[config.mk]
export PLATFORM = sky130hd
export DESIGN_NAME = mb_decimate_scheduler_flat
export DESIGN_NICKNAME = d
export VERILOG_FILES = /design/src/rtl/mb_decimate_scheduler_if.sv /design/src/rtl/mb_decimate_scheduler.sv /design/src/flat_wrapper.sv
export SDC_FILE = /design/constraint.sdc
export NUM_CORES = 1
export LEC_CHECK = 0
export CAP_MARGIN = 40
export CORE_MARGIN = 2
export CORE_UTILIZATION = 40
export CTS_CLUSTER_DIAMETER = 100
export DETAILED_ROUTE_END_ITERATION = 6
export DONT_BUFFER_PORTS = 1
export PLACE_DENSITY = 0.61
export SLEW_MARGIN = 20
export SYNTH_ARGS = -nofsm -noshare
export SYNTH_HDL_FRONTEND = slang
export SYNTH_SLANG_ARGS = --single-unit
[constraint.sdc]
create_clock -name clk -period 3 [get_ports clk]
set_input_delay 0 -clock clk [delete_from_list [all_inputs] [get_ports clk]]
set_output_delay 0 -clock clk [all_outputs]
set_load 0.01 [all_outputs]
[src/rtl/mb_decimate_scheduler_if.sv]
// Handshake bundle between the macroblock scheduler and its three peers:
// the source buffer (src_*), the decision datapath (dec_*) and the
// downstream result consumer (out_*). The scheduler takes the master view.
interface mb_decimate_scheduler_if;
  logic       src_valid;
  logic       src_ready;
  logic       dec_start;
  logic [9:0] dec_x;
  logic [9:0] dec_y;
  logic       dec_done;
  logic [7:0] dec_skipped;
  logic       out_valid;
  logic       out_ready;
  logic [9:0] out_x;
  logic [9:0] out_y;
  logic       out_last;

  modport master (
    input  src_valid, dec_done, dec_skipped, out_ready,
    output src_ready, dec_start, dec_x, dec_y, out_valid, out_x, out_y, out_last
  );

  modport slave (
    output src_valid, dec_done, dec_skipped, out_ready,
    input  src_ready, dec_start, dec_x, dec_y, out_valid, out_x, out_y, out_last
  );
endinterface

[src/rtl/mb_decimate_scheduler.sv]
// Raster-order macroblock scheduler: pulls one macroblock from the source
// buffer, kicks the decision datapath, waits for completion under a
// watchdog, then presents the result slot downstream. Counts skipped
// macroblocks and signals frame completion.
module mb_decimate_scheduler #(
  parameter int unsigned TIMEOUT_CYCLES = 4095,
  parameter int unsigned SKIP_CNT_W     = 20
) (
  input  logic                  clk,
  input  logic                  rst_n,
  input  logic                  frame_start,
  input  logic [9:0]            cfg_mb_w,
  input  logic [9:0]            cfg_mb_h,
  mb_decimate_scheduler_if.master bus,
  output logic                  busy,
  output logic                  frame_done,
  output logic [SKIP_CNT_W-1:0] skip_count,
  output logic                  timeout_err
);

  localparam int unsigned     WD_W     = $clog2(TIMEOUT_CYCLES + 1);
  localparam logic [WD_W-1:0] WD_LIMIT = WD_W'(TIMEOUT_CYCLES);

  typedef enum logic [2:0] {
    S_IDLE     = 3'd0,
    S_WAIT_SRC = 3'd1,
    S_START    = 3'd2,
    S_RUN      = 3'd3,
    S_EMIT     = 3'd4,
    S_DONE     = 3'd5
  } state_t;

  state_t                state_q, state_d;
  logic [9:0]            x_q, x_d;
  logic [9:0]            y_q, y_d;
  logic [9:0]            w_q, w_d;
  logic [9:0]            h_q, h_d;
  logic [WD_W-1:0]       wd_q, wd_d;
  logic [SKIP_CNT_W-1:0] skip_q, skip_d;
  logic                  tmo_q, tmo_d;
  logic                  fdone_q, fdone_d;
  logic                  last_mb;

  // Final macroblock is judged against the configuration latched at frame
  // start, so cfg inputs can move freely mid-frame.
  assign last_mb = (x_q == w_q - 10'd1) && (y_q == h_q - 10'd1);

  // All handshake outputs are decoded straight from the state register.
  assign bus.src_ready = (state_q == S_WAIT_SRC);
  assign bus.dec_start = (state_q == S_START);
  assign bus.dec_x     = x_q;
  assign bus.dec_y     = y_q;
  assign bus.out_valid = (state_q == S_EMIT);
  assign bus.out_x     = x_q;
  assign bus.out_y     = y_q;
  assign bus.out_last  = (state_q == S_EMIT) && last_mb;
  assign busy          = (state_q != S_IDLE);
  assign frame_done    = fdone_q;
  assign skip_count    = skip_q;
  assign timeout_err   = tmo_q;

  // Next-state, coordinate stepping, watchdog and counters.
  always_comb begin
    state_d = state_q;
    x_d     = x_q;
    y_d     = y_q;
    w_d     = w_q;
    h_d     = h_q;
    wd_d    = wd_q;
    skip_d  = skip_q;
    tmo_d   = tmo_q;
    fdone_d = 1'b0;

    case (state_q)
      S_IDLE: begin
        if (frame_start) begin
          if (cfg_mb_w != 10'd0 && cfg_mb_h != 10'd0) begin
            w_d     = cfg_mb_w;
            h_d     = cfg_mb_h;
            x_d     = 10'd0;
            y_d     = 10'd0;
            skip_d  = '0;
            tmo_d   = 1'b0;
            state_d = S_WAIT_SRC;
          end else begin
            // Empty frame: nothing to schedule, just report completion.
            fdone_d = 1'b1;
          end
        end
      end

      S_WAIT_SRC: begin
        if (bus.src_valid) begin
          state_d = S_START;
        end
      end

      S_START: begin
        wd_d    = '0;
        state_d = S_RUN;
      end

      S_RUN: begin
        // Completion takes priority over a watchdog expiry on the same cycle.
        if (bus.dec_done) begin
          if ((bus.dec_skipped != 8'd0) && !(&skip_q)) begin
            skip_d = skip_q + 1'b1;
          end
          state_d = S_EMIT;
        end else begin
          wd_d = wd_q + 1'b1;
          if (wd_d == WD_LIMIT) begin
            tmo_d   = 1'b1;
            state_d = S_IDLE;
          end
        end
      end

      S_EMIT: begin
        if (bus.out_ready) begin
          if (last_mb) begin
            fdone_d = 1'b1;
            state_d = S_DONE;
          end else begin
            if (x_q == w_q - 10'd1) begin
              x_d = 10'd0;
              y_d = y_q + 10'd1;
            end else begin
              x_d = x_q + 10'd1;
            end
            state_d = S_WAIT_SRC;
          end
        end
      end

      S_DONE: begin
        state_d = S_IDLE;
      end

      default: begin
        state_d = S_IDLE;
      end
    endcase
  end

  // State and datapath registers with synchronous active-low reset.
  always_ff @(posedge clk) begin
    if (!rst_n) begin
      state_q <= S_IDLE;
      x_q     <= 10'd0;
      y_q     <= 10'd0;
      w_q     <= 10'd0;
      h_q     <= 10'd0;
      wd_q    <= '0;
      skip_q  <= '0;
      tmo_q   <= 1'b0;
      fdone_q <= 1'b0;
    end else begin
      state_q <= state_d;
      x_q     <= x_d;
      y_q     <= y_d;
      w_q     <= w_d;
      h_q     <= h_d;
      wd_q    <= wd_d;
      skip_q  <= skip_d;
      tmo_q   <= tmo_d;
      fdone_q <= fdone_d;
    end
  end

endmodule
[src/flat_wrapper.sv]
// flat-port wrapper written by rule: the top's interface ports become plain ports
module mb_decimate_scheduler_flat 
#(
  parameter int unsigned TIMEOUT_CYCLES = 4095,
  parameter int unsigned SKIP_CNT_W     = 20
)
  (clk, rst_n, frame_start, cfg_mb_w, cfg_mb_h, busy, frame_done, skip_count, timeout_err, bus_src_valid, bus_dec_done, bus_dec_skipped, bus_out_ready, bus_src_ready, bus_dec_start, bus_dec_x, bus_dec_y, bus_out_valid, bus_out_x, bus_out_y, bus_out_last);
  mb_decimate_scheduler_if bus_i ();
  input  logic clk;
  input  logic rst_n;
  input  logic frame_start;
  input  logic [9:0] cfg_mb_w;
  input  logic [9:0] cfg_mb_h;
  output logic busy;
  output logic frame_done;
  output logic [SKIP_CNT_W-1:0] skip_count;
  output logic timeout_err;
  input wire logic [$bits(bus_i.src_valid)-1:0] bus_src_valid;
  input wire logic [$bits(bus_i.dec_done)-1:0] bus_dec_done;
  input wire logic [$bits(bus_i.dec_skipped)-1:0] bus_dec_skipped;
  input wire logic [$bits(bus_i.out_ready)-1:0] bus_out_ready;
  output wire logic [$bits(bus_i.src_ready)-1:0] bus_src_ready;
  output wire logic [$bits(bus_i.dec_start)-1:0] bus_dec_start;
  output wire logic [$bits(bus_i.dec_x)-1:0] bus_dec_x;
  output wire logic [$bits(bus_i.dec_y)-1:0] bus_dec_y;
  output wire logic [$bits(bus_i.out_valid)-1:0] bus_out_valid;
  output wire logic [$bits(bus_i.out_x)-1:0] bus_out_x;
  output wire logic [$bits(bus_i.out_y)-1:0] bus_out_y;
  output wire logic [$bits(bus_i.out_last)-1:0] bus_out_last;
  assign bus_i.src_valid = bus_src_valid;
  assign bus_i.dec_done = bus_dec_done;
  assign bus_i.dec_skipped = bus_dec_skipped;
  assign bus_i.out_ready = bus_out_ready;
  assign bus_src_ready = bus_i.src_ready;
  assign bus_dec_start = bus_i.dec_start;
  assign bus_dec_x = bus_i.dec_x;
  assign bus_dec_y = bus_i.dec_y;
  assign bus_out_valid = bus_i.out_valid;
  assign bus_out_x = bus_i.out_x;
  assign bus_out_y = bus_i.out_y;
  assign bus_out_last = bus_i.out_last;
  mb_decimate_scheduler #(.TIMEOUT_CYCLES(TIMEOUT_CYCLES), .SKIP_CNT_W(SKIP_CNT_W)) u_core (.clk(clk), .rst_n(rst_n), .frame_start(frame_start), .cfg_mb_w(cfg_mb_w), .cfg_mb_h(cfg_mb_h), .bus(bus_i), .busy(busy), .frame_done(frame_done), .skip_count(skip_count), .timeout_err(timeout_err));
endmodule
==> results of run 1 <==
## sequential cells by signal, indices dropped and copies added (netlist names)
name	flops
u_core.skip_count	20
u_core.wd_q	12
u_core.bus.dec_x	10
u_core.bus.dec_y	10
u_core.h_q	10
u_core.w_q	10
u_core.state_q	3
u_core.frame_done	1
u_core.timeout_err	1
## layer usage
layer | share of wire | global-route usage | up-vias
met1 | 0.44 | 0.238 | 1966
met3 | 0.056 | 0.0524 | 15
li1 | - | - | 2081
met5 | 0 | 0 | -
met2 | 0.48 | 0.319 | 97
met4 | 0.018 | 0.0740 | 0
## stage by stage
stage	TNS (ps)	total power (W)	worst slack, ps
after floorplan	0	0.00157	361
after global routing	-78.1	0.00286	-43.6
after detailed placement	0	0.00166	206
final	0	0.00272	200
after CTS	0	0.00272	161
after global placement	0	0.00165	245
## synth_stat cells, types with 4 or more instances
cell	number
and3_1	8
nor4_1	12
nor2_1	87
inv_1	15
or4_1	5
nand2b_1	5
clkbuf_1	20
o211ai_1	4
or3_1	11
buf_2	4
xor2_1	25
nor3_1	13
nand3_1	24
a21oi_1	30
xnor2_1	15
a31oi_1	9
buf_4	22
ha_1	7
a211oi_1	4
nand2_1	43
nand4_1	16
and2_1	9
o21ai_0	22
nor3b_1	5
mux2i_1	25
dfxtp_1	77
## worst paths after layout
check,from,to,slack [ps]
hold reg to reg,u_core.wd_q[11],u_core.wd_q[11],480
setup reg to reg,u_core.h_q[0],u_core.bus.dec_x[1],200
setup / recovery,u_core.h_q[0],u_core.bus.dec_x[1],200
hold / removal,bus_out_ready,u_core.state_q[1],4
## area by class of cell
cell class	instances	area [sq um]
Clock buffer	9	225
Clock inverter	7	57.6
Fill cell	1133	6170
Inverter	15	56.3
Multi-Input combinational cell	442	2810
Sequential cell	77	1540
Tap cell	143	179
Timing Repair Buffer	42	375
## worst reg2reg max path, delay by kind of cell, from the launching register on
kind            cells  cell delay, ps
simple gates        4             830
mux                 1             240
buf+inv             1              50
compound gates      3             980
fa+ha+maj           1             260
flops               1             310
## what timing repair did
action	CTS	global route
buffers inserted	0	1
resized for setup	0	4
hold buffers	24	0
endpoints found under the setup margin	0	6
endpoints found under the hold margin	32	0
## layout by cell type, fill, tap and decap left out, types with 11 or more instances in the layout
cell type / n
xnor2_1: 15
nor3_1: 13
dfxtp_1: 77
nor2_1: 87
a21oi_1: 30
inv_1: 15
mux2i_1: 25
nand3_1: 24
o21ai_0: 22
nand4_1: 16
nor4_1: 12
or3_1: 11
nand2_1: 43
buf_4: 18
xor2_1: 25
dlygate4sd3_1: 24
## cells by family after synthesis
logic type      after synthesis
compound gates              107
xor+xnor                     40
fa+ha+maj                     7
buf+inv                      64
flops                        77
mux                          27
simple gates                261
## power groups by stage
stage	logic (W)	clock network, W	registers, W
6_report	0.000550	0.00104	0.00113
3_5_place_dp	0.000506	0	0.00115
5_1_grt	0.000607	0.00111	0.00114
3_3_place_gp	0.000498	0	0.00115
4_1_cts	0.000536	0.00106	0.00113
2_1_floorplan	0.000451	0	0.00112
==> impl_metrics.json, run 1 <==
{
  "drc_errors": 0,
  "ir_drop_mv": 0.304,
  "firstDrtPassIters": 4,
  "clkTransAtPathRegs_ps": 60,
  "n_antenna_cell": 0,
  "postPlaceCellArea_sq_um": 4700,
  "cp.depth": 10,
  "io_buffers": 0,
  "p_clk_frac": 0.383,
  "drt_iter0_markers": 228,
  "ios": 101,
  "grt_use_total": 0.192,
  "share_seq_of_total_power": 0.415,
  "drv_cap": 0,
  "clock_sinks": 77,
  "synth_cell_type_count": 68,
  "fin_util": 0.459,
  "leakagePower_nw": 1.98,
  "required_ps": 3230,
  "grt_pass1_wl_um": 19700,
  "initial_core_util": 0.410,
  "fin_worst_skew_ps": 7.12,
  "arrival_ps": 3030,
  "die_w_um": 112,
  "post_drt_wl_per_cell_um": 16.4,
  "core_sq_um": 11400,
  "antenna_found_initial": 0,
  "hold_depth": 3,
  "syn_area_per_cell_sq_um": 8.04,
  "cts_buffers": 9,
  "grt-ovfl-total": 0,
  "cp_max_fo": 11,
  "nNetsFinal": 628,
  "min_path_type": "in -> reg",
  "synth_nets": 624,
  "synth-simple-area-share": 0.288,
  "synth.top_cell.area_share": 0.329,
  "wl_um": 12000,
  "synth_flop_cell": "dfxtp_1",
  "cp_top_family": "compound AO/OA/AOI/OAI gates",
  "status": "complete, no violations",
  "p_int_w": 0.00187,
  "period_minus_slack_ps": 2800,
  "grt_max_degree": 39,
  "slew_headroom": 0.522,
  "endpoint_kind": "flip-flop",
  "finalWeightedCongestion": 0.910,
  "whs_ps": 3.90,
  "synthAdderAreaFrac": 0.0187,
  "net-switching-power_w": 0.000854,
  "synth-seq-cells": 77,
  "combPwrFrac": 0.202,
  "fmax_mhz": 357,
  "cts_max_path_buffers": 2,
  "final-hold-violation-count": 0,
  "grt_pass1_vias": 3966,
  "setup_viol": 0,
  "dp_cells": 694,
  "cts_tree": "done",
  "pwr_density_cell_nw_per_um2": 519,
  "synth_edf_count": 0,
  "crit_buf_inv": 1,
  "start_kind": "flip-flop",
  "max_stage_delay_ps": 410,
  "ys_warn_count": 0,
  "final_cell_area_sq_um": 5240,
  "root_buffer": "clkbuf_16",
  "rr_worst_depth": 10,
  "instances_no_fill": 735,
  "drt.antenna.violating_nets": 0,
  "synthToLayoutAreaGrowth_pct": 11.9,
  "synth_xor_area_frac": 0.0748,
  "fin_crit_sh": 0.933,
  "async_reset_ff_frac": 0,
  "synthCells": 583,
  "synth.largest_area_cell": "dfxtp_1",
  "fp.dieH_um": 112,
  "crit_chain": "inv_1 -> ha_2 -> nor4b_4 -> nand3_1 -> a211oi_1 -> o32ai_2 -> or2_1 -> o21ai_2 -> mux2i_1 -> nor2_1",
  "synth-compound-area-share": 0.156,
  "critPathKind": "reg -> reg",
  "vias": 4159,
  "yosysSeqAreaShare": 0.329,
  "power_switching_share": 0.314,
  "std_cell_rows": 39,
  "synth_top_family_by_area": "simple AND/OR/NAND/NOR gates",
  "worst_slew_pin_slew_ps": 715,
  "critPathSlowestCell": "o21ai_2",
  "via_per_inst": 5.66,
  "synth.mux.area_fraction": 0.0582,
  "synth_area_leaders": "dfxtp_1 33%, nor2_1 7.0%, mux2i_1 5.3%, xor2_1 4.7%, buf_4 3.5%",
  "cts_max_level": 3,
  "design.die.area_sq_um": 12600,
  "dp_hpwl_um": 8710,
  "insertion_delay_ps": 350,
  "drive_gt1_frac": 0.103,
  "maxSlewViolCount": 0,
  "syn_area_sq_um": 4690
}
Power figures use the tool's default switching activity.
==> run 2: changes to the inputs <==
--- a/config.mk
+++ b/config.mk
@@ -6,7 +6,6 @@
 export NUM_CORES = 1
 export LEC_CHECK = 0
 export CAP_MARGIN = 40
-export CORE_MARGIN = 2
 export CORE_UTILIZATION = 40
 export CTS_CLUSTER_DIAMETER = 100
 export DETAILED_ROUTE_END_ITERATION = 6
==> run 2 against run 1 <==
The run now ends with hold timing left. Critical path type unchanged. Clock-buffer cell count is 2 higher. Clock skew is 3.5 ps higher. Final area is 0.67% higher. Non-clock buffer count is 1 higher. Hold slack worse by 16 ps. Largest power group unchanged. First-iteration DRC count is 20% lower. Worst setup slack better by 24 ps. Critical endpoint unchanged. Register-to-register slack better by 20 ps. Cell count is 0.14% higher. Fmax is 0.87% higher.
==> impl_metrics.json, run 2 (synthesis gave the netlist of run 1 again) <==
{
  "status": "finished with violations",
  "violations": "hold timing",
  "n_antenna_cell": 0,
  "fmax_mhz": 360,
  "maxSlewViolCount": 0,
  "die_w_um": 110,
  "leakagePower_nw": 2.01,
  "grt-ovfl-total": 0,
  "fp.dieH_um": 110,
  "via_per_inst": 5.75,
  "initial_core_util": 0.410,
  "min_path_type": "in -> reg",
  "cts_max_path_buffers": 2,
  "start_kind": "flip-flop",
  "rr_worst_depth": 11,
  "met2_usage": 0.326,
  "period_minus_slack_ps": 2780,
  "grt_max_degree": 26,
  "core_sq_um": 11400,
  "required_ps": 3210,
  "nNetsFinal": 629,
  "grt_pass1_wl_um": 18900,
  "rrSetupSlack_ps": 220,
  "final-hold-violation-count": 2,
  "whs_ps": -11.9,
  "cts_tree": "done",
  "final_common_cell": "nor2_1",
  "fin_tns_setup_ps": 0,
  "firstDrtPassIters": 4,
  "clock_sinks": 77,
  "ir_drop_mv": 0.284,
  "cts_buffers": 9,
  "met1_usage": 0.264,
  "grt_pass1_vias": 3846,
  "setup_viol": 0,
  "nFillCells": 1122,
  "fin_worst_skew_ps": 10.6,
  "fin_util": 0.462,
  "grt_use_met3": 0.0476,
  "critPathKind": "reg -> reg",
  "vias": 4230,
  "drive_gt1_frac": 0.103,
  "insertion_delay_ps": 330,
  "worst_slew_pin_slew_ps": 675,
  "largest_reg_flops": 20,
  "layout_common_cells": "87 x nor2_1, 77 x dfxtp_1, 43 x nand2_1",
  "worstSetupStartpoint": "u_core.h_q[1]",
  "drc_errors": 0,
  "rsz0062_at_grt": "false",
  "synthToLayoutAreaGrowth_pct": 12.7,
  "drt_iter0_markers": 182,
  "post_drt_wl_per_cell_um": 16.5,
  "wl_um": 12100,
  "dp_hpwl_um": 8660,
  "std_cell_rows": 39,
  "worst_r2r_startpoint": "u_core.h_q[1]",
  "fin_crit_sh": 0.925,
  "cp_max_fo": 11,
  "drt.antenna.violating_nets": 0,
  "cts_max_level": 3,
  "cp-endpoint": "u_core.bus.dec_x[1]",
  "ios": 101,
  "pwr_density_cell_nw_per_um2": 519,
  "drv_cap": 0,
  "slew_headroom": 0.548,
  "grt_use_total": 0.201,
  "endpoint_kind": "flip-flop",
  "arrival_ps": 2990,
  "design.die.area_sq_um": 12200,
  "top_usage_layer": "met2",
  "rr_endpoint": "u_core.bus.dec_x[1]",
  "clkTransAtPathRegs_ps": 70,
  "finalWeightedCongestion": 0.879,
  "antenna_found_initial": 0,
  "root_buffer": "clkbuf_16",
  "io_buffers": 0
}
run 2: cell types whose count changed in the layout (fill, tap and decap cells not counted), moves of 2 or more:
cell      previous run  this run
ha_2                 2         0
inv_6                3         0
ha_1                 5         7
clkbuf_8             0         2
run 2: area by class of cell:
cell class	count	area, sq um	area share
inverters	15	56.3	0.0107
clock inverters	5	35.0	0.00664
multi-input cells	442	2820	0.535
clock buffers	11	253	0.0479
well taps	143	179	0.0339
repair buffers	43	390	0.0740
flip-flops and latches	77	1540	0.292
run 2: metrics by stage:
stage / worst slack, ps / instances / cell area, sq um / power [W]
after floorplan: 361 / 583 / 4690 / 0.00157
after global placement: 233 / 694 / 4700 / 0.00165
after detailed placement: 201 / 694 / 4700 / 0.00166
after CTS: 158 / 734 / 5220 / 0.00273
after global routing: 11.8 / 736 / 5280 / 0.00287
final: 224 / 736 / 5280 / 0.00274
run 2: worst min-delay path by stage:
stage / startpoint / to / depth (start not counted)
floorplan: rst_n / u_core.wd_q[4] / 1
global placement: rst_n / u_core.wd_q[4] / 1
detailed placement: rst_n / u_core.wd_q[4] / 1
CTS: rst_n / u_core.bus.dec_x[7] / 2
global route: rst_n / u_core.timeout_err / 2
finish: rst_n / u_core.timeout_err / 2
run 2: metal layers:
metal | vias up | part of all wire
met1 | 2015 | 0.45
li1 | 2084 | -
met5 | - | 0
met2 | 123 | 0.48
met3 | 8 | 0.062
met4 | 0 | 0.0065
run 2: report_power, final:
| group | internal (W) | switching, W | leakage (nW) |
|---|---|---|---|
| clock network | 0.000604 | 0.000445 | 0.130 |
| logic | 0.000240 | 0.000318 | 1.26 |
| registers | 0.00106 | 0.0000710 | 0.624 |
run 2: critical path, cell delays in order (launching register included):
cell and delay, ps:
dfxtp_1 310, inv_1 50, ha_1 330, nor4b_4 350
buf_4 180, nand2_1 60, o2111ai_1 290, o21bai_1 140
or2_1 330, o21ai_4 310, mux2i_1 240, nor2_1 50
run 2: what timing repair did:
action,4_1_cts,5_1_grt
endpoints found under the setup margin,0,6
gates resized for setup,0,5
setup buffers,0,1
hold buffers,24,0
hold endpoints to repair,26,0
==> run 3: changes to the inputs <==
--- a/config.mk
+++ b/config.mk
@@ -5,7 +5,7 @@
 export SDC_FILE = /design/constraint.sdc
 export NUM_CORES = 1
 export LEC_CHECK = 0
-export CAP_MARGIN = 40
+export CAP_MARGIN = 20
 export CORE_UTILIZATION = 40
 export CTS_CLUSTER_DIAMETER = 100
 export DETAILED_ROUTE_END_ITERATION = 6
==> constraint.sdc (replaced) <==
create_clock -name clk -period 3.6 [get_ports clk]
set_input_delay 0 -clock clk [delete_from_list [all_inputs] [get_ports clk]]
set_output_delay 0 -clock clk [all_outputs]
set_load 0.01 [all_outputs]
==> run 3 against run 2 <==
The run now ends clean. Sequential share of layout area up 0.51 points. Worst setup slack improved by 240 ps. Hold slack better by 38 ps. Combinational power fell by 21%. Total power is 13% lower. First-iteration DRC count rose by 20%. Sequential power shrank 16%. Cell count is 1.6% lower.
==> impl_metrics.json, run 3 (synthesis gave the netlist of run 1 again) <==
{
  "core_sq_um": 11400,
  "postPlaceCellArea_sq_um": 4620,
  "layout_common_cells": "87 x nor2_1, 77 x dfxtp_1, 43 x nand2_1",
  "start_kind": "flip-flop",
  "fin_crit_sh": 0.872,
  "grt_pass1_wl_um": 18800,
  "rsz0062_at_grt": "false",
  "grt-ovfl-total": 0,
  "min-delay-start": "bus_dec_done",
  "share_seq_of_total_power": 0.396,
  "cts_buffers": 9,
  "die_w_um": 110,
  "combPwrFrac": 0.185,
  "root_buffer": "clkbuf_16",
  "drv_cap": 0,
  "fmax_mhz": 319,
  "final_common_cell": "nor2_1",
  "cts_max_path_buffers": 2,
  "ios": 101,
  "status": "complete, no violations",
  "power_switching_share": 0.290,
  "period_minus_slack_ps": 3140,
  "worstSetupStartpoint": "u_core.h_q[0]",
  "hold_depth": 5,
  "io_buffers": 0,
  "insertion_delay_ps": 360,
  "arrival_ps": 3370,
  "fin_tns_setup_ps": 0,
  "min_path_type": "in -> reg",
  "worst_r2r_startpoint": "u_core.h_q[0]",
  "design.die.area_sq_um": 12200,
  "maxSlewViolCount": 0,
  "drive_gt1_frac": 0.0775,
  "n_antenna_cell": 0,
  "cp_max_fo": 13,
  "finalWeightedCongestion": 0.852,
  "p_clk_frac": 0.419,
  "synthToLayoutAreaGrowth_pct": 10.7,
  "clock_sinks": 77,
  "leakagePower_nw": 1.95,
  "post_drt_wl_per_cell_um": 16.7,
  "rr_worst_depth": 10,
  "required_ps": 3830,
  "pwr_density_cell_nw_per_um2": 460,
  "nNetsFinal": 617,
  "grt_max_degree": 26,
  "cts_tree": "done",
  "clkTransAtPathRegs_ps": 60,
  "fin_worst_skew_ps": 6.19,
  "final_cell_area_sq_um": 5190,
  "cts_setup_buffers": 0,
  "initial_core_util": 0.410,
  "p_int_w": 0.00170,
  "drc_errors": 0,
  "antenna_found_initial": 0,
  "dp_hpwl_um": 8570,
  "grt_use_total": 0.205,
  "ir_drop_mv": 0.297,
  "grt_pass1_vias": 3836,
  "via_per_inst": 5.79,
  "firstDrtPassIters": 4,
  "std_cell_rows": 39,
  "drt.antenna.violating_nets": 0,
  "slew_headroom": 0.511,
  "setup_viol": 0,
  "final-hold-violation-count": 0,
  "worst_slew_pin_slew_ps": 731,
  "largest_reg_flops": 20,
  "cts_max_level": 3,
  "critPathKind": "reg -> reg",
  "drt_iter0_markers": 219,
  "wl_um": 12100,
  "endpoint_kind": "flip-flop",
  "fp.dieH_um": 110,
  "net-switching-power_w": 0.000692,
  "vias": 4195
}
run 3: stage by stage:
| step | utilization | hold WS, ps | cells | worst slack, ps | power, W |
|---|---|---|---|---|---|
| 2_1_floorplan | - | 122 | 583 | 961 | 0.00131 |
| 3_3_place_gp | 0.405 | 127 | 684 | 612 | 0.00137 |
| 3_5_place_dp | 0.405 | 130 | 684 | 514 | 0.00138 |
| 4_1_cts | 0.454 | 17.1 | 724 | 479 | 0.00241 |
| 5_1_grt | 0.454 | 61.7 | 724 | 155 | 0.00250 |
| 6_report | 0.454 | 25.6 | 724 | 462 | 0.00239 |
run 3: worst paths after layout:
kind / to / slack, ps
worst max-delay path: u_core.bus.dec_x[2] / 460
worst min-delay path: u_core.wd_q[2] / 30
worst max register to register: u_core.bus.dec_x[2] / 460
worst min register to register: u_core.wd_q[11] / 470
run 3: area by class of cell:
class / instances / area (sq um)
Multi-Input combinational cell: 442 / 2790
Timing Repair Buffer: 31 / 293
Sequential cell: 77 / 1540
Tap cell: 143 / 179
Fill cell: 1130 / 6230
Inverter: 15 / 56.3
Clock inverter: 5 / 83.8
Clock buffer: 11 / 243
run 3: routing by layer:
metal / share of wire / track usage
met2: 0.47 / 0.328
met1: 0.44 / 0.252
met5: 0 / 0
met3: 0.064 / 0.0635
met4: 0.030 / 0.0968
run 3: critical path: stages (launching register included):
cell and delay [ps]:
dfxtp_1 380, inv_1 90, ha_1 340, nor4b_4 390
a211o_1 200, o21ai_2 60, o32ai_1 380, o2111ai_2 210
a21oi_2 520, nand2b_1 360, nor2_1 90
run 3: power groups by stage:
stage / Combinational [W] / Clock [W] / Sequential (W)
after floorplan: 0.000376 / 0 / 0.000932
after CTS: 0.000440 / 0.00102 / 0.000945
after global routing: 0.000488 / 0.00106 / 0.000951
after detailed placement: 0.000413 / 0 / 0.000964
final: 0.000442 / 0.000999 / 0.000946
after global placement: 0.000404 / 0 / 0.000962
run 3: repair_timing:
action | 4_1_cts | 5_1_grt
hold endpoints to repair | 36 | 0
hold buffers | 24 | 0
resized for setup | 0 | 0
